==> config.mk <==
export PLATFORM = sky130hd
export DESIGN_NAME = wm8731_i2c_responder
export DESIGN_NICKNAME = d
export VERILOG_FILES = /design/src/rtl/wm8731_i2c_responder.sv
export SDC_FILE = /design/constraint.sdc
export NUM_CORES = 1
export LEC_CHECK = 0
export CAP_MARGIN = 25
export CORE_MARGIN = 8
export CORE_UTILIZATION = 46
export CTS_BUF_LIST = sky130_fd_sc_hd__clkbuf_8
export CTS_CLUSTER_SIZE = 28
export DETAILED_ROUTE_END_ITERATION = 12
export PLACE_DENSITY = 0.76
export REMOVE_ABC_BUFFERS = 1
export SLEW_MARGIN = 20
export SYNTH_ARGS = -nofsm -noshare
export SYNTH_HDL_FRONTEND = slang
export SYNTH_SLANG_ARGS = --single-unit
==> constraint.sdc <==
create_clock -name clk -period 2.72 [get_ports clk]
set_clock_uncertainty 0.15 [all_clocks]
set_input_delay 0.408 -clock clk [delete_from_list [all_inputs] [get_ports clk]]
set_output_delay 0.408 -clock clk [all_outputs]
set_load 0.005 [all_outputs]
==> src/rtl/wm8731_i2c_responder.sv <==
// WM8731 control-port responder: decodes 3-byte I2C write frames addressed to
// DEV_ADDR, acks them, and maintains the codec's 10x9-bit register file.
// The bus is open-drain: this block only ever pulls SDA low via sda_oe.
//
// Handshake: reg_wr_valid is a single-clk strobe with no ready; reg_wr_addr
// and reg_wr_data are valid while it is high and hold until the next commit.
module wm8731_i2c_responder #(
  parameter logic [6:0] DEV_ADDR    = 7'h1A,
  parameter int         SYNC_STAGES = 2
) (
  input  logic       clk,
  input  logic       rst_n,
  input  logic       scl_in,
  input  logic       sda_in,
  output logic       sda_oe,
  output logic       reg_wr_valid,
  output logic [6:0] reg_wr_addr,
  output logic [8:0] reg_wr_data,
  input  logic [3:0] rd_addr,
  output logic [8:0] rd_data,
  output logic       busy
);

  typedef enum logic [2:0] {
    IDLE, ADDR, ACK_A, BYTE1, ACK_1, BYTE2, ACK_2, IGNORE
  } state_t;

  state_t                 state;
  logic [SYNC_STAGES-1:0] scl_sync, sda_sync;
  logic                   scl_p, sda_p;
  logic                   scl_s, sda_s;
  logic [2:0]             cnt;
  logic [7:0]             shreg;
  logic [7:0]             byte1;
  logic [8:0]             regs [10];

  function automatic logic [8:0] reg_default(input int idx);
    case (idx)
      0, 1:    return 9'h097;
      2, 3:    return 9'h079;
      4:       return 9'h00A;
      5:       return 9'h008;
      6:       return 9'h09F;
      7:       return 9'h00A;
      default: return 9'h000;
    endcase
  endfunction

  assign scl_s = scl_sync[SYNC_STAGES-1];
  assign sda_s = sda_sync[SYNC_STAGES-1];

  // Bus conditions derived from the synchronised lines and their previous values
  logic       start_det, stop_det, scl_rise, scl_fall;
  logic [7:0] next_byte;
  assign start_det = scl_s & sda_p & ~sda_s;
  assign stop_det  = scl_s & ~sda_p & sda_s;
  assign scl_rise  = scl_s & ~scl_p;
  assign scl_fall  = ~scl_s & scl_p;
  assign next_byte = {shreg[6:0], sda_s};

  // Synchronisers reset to the idle-bus level so reset release never fakes an edge
  always_ff @(posedge clk) begin
    if (!rst_n) begin
      scl_sync <= '1;
      sda_sync <= '1;
      scl_p    <= 1'b1;
      sda_p    <= 1'b1;
    end else begin
      scl_sync <= {scl_sync[SYNC_STAGES-2:0], scl_in};
      sda_sync <= {sda_sync[SYNC_STAGES-2:0], sda_in};
      scl_p    <= scl_s;
      sda_p    <= sda_s;
    end
  end

  // Frame FSM, ack driver, commit strobe and register file
  always_ff @(posedge clk) begin
    if (!rst_n) begin
      state        <= IDLE;
      cnt          <= 3'd0;
      shreg        <= 8'h00;
      byte1        <= 8'h00;
      sda_oe       <= 1'b0;
      busy         <= 1'b0;
      reg_wr_valid <= 1'b0;
      reg_wr_addr  <= 7'h00;
      reg_wr_data  <= 9'h000;
      for (int i = 0; i < 10; i++) regs[i] <= reg_default(i);
    end else begin
      reg_wr_valid <= 1'b0;
      if (start_det) begin
        state  <= ADDR;
        cnt    <= 3'd0;
        busy   <= 1'b1;
        sda_oe <= 1'b0;
      end else if (stop_det) begin
        state  <= IDLE;
        cnt    <= 3'd0;
        busy   <= 1'b0;
        sda_oe <= 1'b0;
      end else begin
        case (state)
          ADDR, BYTE1, BYTE2: begin
            if (scl_rise) begin
              shreg <= next_byte;
              cnt   <= cnt + 3'd1;
              if (cnt == 3'd7) begin
                if (state == ADDR) begin
                  // Only a write to our address is acked; reads are never answered
                  if (next_byte[7:1] == DEV_ADDR && !next_byte[0]) state <= ACK_A;
                  else                                           state <= IGNORE;
                end else if (state == BYTE1) begin
                  byte1 <= next_byte;
                  state <= ACK_1;
                end else begin
                  state <= ACK_2;
                end
              end
            end
          end
          ACK_A, ACK_1, ACK_2: begin
            // First falling edge starts the ack bit, the second one ends it
            if (scl_fall) begin
              if (!sda_oe) begin
                sda_oe <= 1'b1;
              end else begin
                sda_oe <= 1'b0;
                cnt    <= 3'd0;
                case (state)
                  ACK_A:   state <= BYTE1;
                  ACK_1:   state <= BYTE2;
                  default: state <= IGNORE;
                endcase
              end
            end else if (scl_rise && sda_oe && state == ACK_2) begin
              reg_wr_valid <= 1'b1;
              reg_wr_addr  <= byte1[7:1];
              reg_wr_data  <= {byte1[0], shreg};
              if (byte1[7:1] == 7'h0F) begin
                for (int i = 0; i < 10; i++) regs[i] <= reg_default(i);
              end else begin
                for (int i = 0; i < 10; i++)
                  if (byte1[7:1] == 7'(i)) regs[i] <= {byte1[0], shreg};
              end
            end
          end
          default: sda_oe <= 1'b0;
        endcase
      end
    end
  end

  // Combinational register read; out-of-range indices read as zero
  always_comb begin
    rd_data = 9'h000;
    for (int i = 0; i < 10; i++)
      if (rd_addr == 4'(i)) rd_data = regs[i];
  end

endmodule

==> summary.txt <==
Outcome
  • Outcome: complete, no violations

Placement
  • IO buf count: 35
  • Place WS: -434 ps
  • Hpwl dp: 10.7 mm
  • Routability Congestion: 0.892

Power
  • Power Dens Cells: ~560 nW/um2
  • Tot Pwr: 4.33 mW
  • VDD IR max: 565 uV
  • Leakage: 2.83 nW

Final layout
  • Share of cells above drive strength 1: 0.199
  • Final core occ: 0.569
  • Diode count: 0
  • Fillers: between 1000 and 1500
  • Storage element area: 3640 um2
  • P&R area growth vs syn: 22.2%
  • Multi-input gate area: ~2600 um2
  • Final nets: 631

Routing
  • WL/cell: 18.8 um
  • Router iterations before antenna repair: 5
  • Total number of vias: about 4600
  • Final WL: 15.3 mm
  • Iteration-0 DRC Markers: 331
  • DRT antenna net count: 0
  • Via density: 5.63
  • # DRC: 0

GRT
  • Vias in the first global route: approximately 4600
  • Tot GR Track Use: 0.175
  • Largest net degree at the start of global routing: 34
  • First-pass GRT wire length: 24.2 mm
  • Antenna violations before repair: 0
  • GR Overflow Total: 0

Logic synthesis
  • Mapped Cells: approximately 550
  • Area share of fa/ha/maj cells after synthesis: 0.00392
  • Post-Synth XOR/XNOR Area: 0.00137
  • Syn Area/Cell: 11.7 um2
  • Register area share after synthesis: 0.571
  • Simple logic cell fraction of the synthesized area: 0.213
  • Synth top area share: 0.423
  • Asr flop ratio synth: 0
  • Yosys warnings: 0
  • Top post-synthesis cells by area: edfxtp_1, dfxtp_1, mux2i_1, nand2b_1, and2_1
  • Main combinational cell family by area after synthesis: simple AND/OR/NAND/NOR gates
  • Unique masters post-synth: 58
  • Area leader, netlist: edfxtp_1
  • Synth Area in Compound Gates: 0.0911
  • Post-synthesis mux area share: 0.0876
  • Synthesized cell area: 6380 um2
  • #FFs+latches synth: 137
  • Primary FF master, synth: edfxtp_1
  • EDFF count, synth: 90

Floorplanning
  • Std-Cell Rows: between 40 and 50
  • Die Span Y: 134 um
  • Initial Util: 0.465
  • I/O pins: 36
  • Core footprint: ~14000 um2
  • Die width: 134 um
  • Full die area: approximately 18000 um2

Clock network
  • # Post-CTS Setup Buffers: 0
  • Clk slew on worst S/H paths: around 80 ps
  • Clock Sinks: roughly 140
  • H-tree level count: 4
  • Num CTS Buffers: 17
  • Root Buffer: clkbuf_8
  • Clock Latency Late Sink: 440 ps
  • Clk buf depth: 2
  • Hold buffers post-CTS: 0
  • CTS tree: yes

Critical path
  • WS Path Type: register to output port
  • WP data arrival: ~2100 ps
  • Worst-path cell chain: mux4_2 > mux2i_1 > o21ai_0 > clkdlybuf4s50_1
  • Worst path max stage delay: 500 ps
  • Internal reg-to-reg setup slack: 270 ps
  • CP required: 2160 ps
  • CP max FO: 1
  • CP Capture Type: output port
  • Worst setup SP type: register
  • CP max stage cell: mux4_2

STA
  • Relative slew margins: 0.577
  • Final setup fails: 0
  • Post-route clock period utilization: 0.965
  • Setup TNS: 0 ps
  • Hold Fails Final Rpt: 0
  • PnR worst setup slack: 94.2 ps
  • Unrepaired setup endpoints after global routing: no
  • Worst slew pin tran: around 630 ps
  • Fmax: about 0.38 GHz
  • Min cycle time layout: 2630 ps
  • Slew Limit Fails: 0
  • Min Hold Slack: 290 ps

Job
  • Max-cap violations: 0

Worst hold path
  • Hold Path Class: register to register
## worst max-delay path, delay by kind of cell, from the launching register on
kind	cells	cell delay (ps)
multiplexers	2	650
flip-flops	1	370
buffers and inverters	1	470
AO/OA/AOI/OAI	1	130
## final timing paths
check / startpoint / to / cells after the start
worst max-delay path: regs[2][2] / rd_data[2] / 4
worst min-delay path: sda_sync[0] / sda_sync[1] / 1
worst max register to register: byte1[5] / regs[0][6] / 6
worst min register to register: sda_sync[0] / sda_sync[1] / 1
## final cells by class
cell class,instances,area share
flip-flops and latches,137,0.467
well taps,180,0.0289
clock buffers,17,0.0300
inverters,11,0.00529
clock inverters,15,0.0237
repair buffers,93,0.111
multi-input cells,361,0.334
## cells in the mapped netlist, types with 11 or more instances
cell type,n
dfxtp_1,47
o21ai_0,11
edfxtp_1,90
clkbuf_1,30
a21oi_1,16
nand2b_1,55
nand2_1,12
and3_1,14
a22oi_1,11
nor2_1,53
and2_1,49
mux2i_1,39
## metrics by stage
| stage | cells | area (um2) |
|---|---|---|
| floorplan | 509 | 6220 |
| global placement | 782 | 7320 |
| detailed placement | 782 | 7320 |
| CTS | 814 | 7770 |
| global route | 814 | 7800 |
| finish | 814 | 7800 |
## routing by layer
metal / vias up / global-route usage / wire (um)
met5: - / 0 / 0
met4: 0 / 0.0774 / 381
met3: 33 / 0.0438 / 974
met2: 171 / 0.286 / 7510
met1: 2246 / 0.214 / 6460
li1: 2131 / - / -
## repair_timing
action / in CTS / in global routing
gates resized for setup: 24 / 9
endpoints found under the setup margin: 9 / 29
pin swaps: 0 / 0
## cell families (layout without fill, tap and decap cells)
family / Yosys count / in the layout
buf+inv: 49 / 136
xor+xnor: 1 / 1
mux: 50 / 50
flops: 137 / 137
compound gates: 81 / 81
simple gates: 227 / 227
fa+ha+maj: 2 / 2
## power breakdown
group          switching (mW)  internal (mW)  leakage (nW)
clock network           0.787          0.984         0.209
registers              0.0218           2.24          1.20
logic                   0.159          0.137          1.42
total                   0.968           3.36          2.83
## layout by cell type (no fill, tap or decap), types with 14 or more instances in the layout
| cell | instances |
|---|---|
| mux2i_1 | 39 |
| nand2b_1 | 54 |
| a21oi_1 | 16 |
| clkdlybuf4s50_1 | 23 |
| and3_1 | 14 |
| buf_4 | 51 |
| and2_1 | 49 |
| edfxtp_1 | 90 |
| clkbuf_8 | 17 |
| dfxtp_1 | 47 |
| nor2_1 | 50 |
## sequential cells by signal, indices dropped and copies added, names as in the netlist, 2 cells and up
signal	cells
byte1	8
cnt	3
reg_wr_addr	7
reg_wr_data	9
regs	90
scl_sync	2
sda_sync	2
shreg	8
state	3
Note: power is estimated with default switching activity, not from simulation.
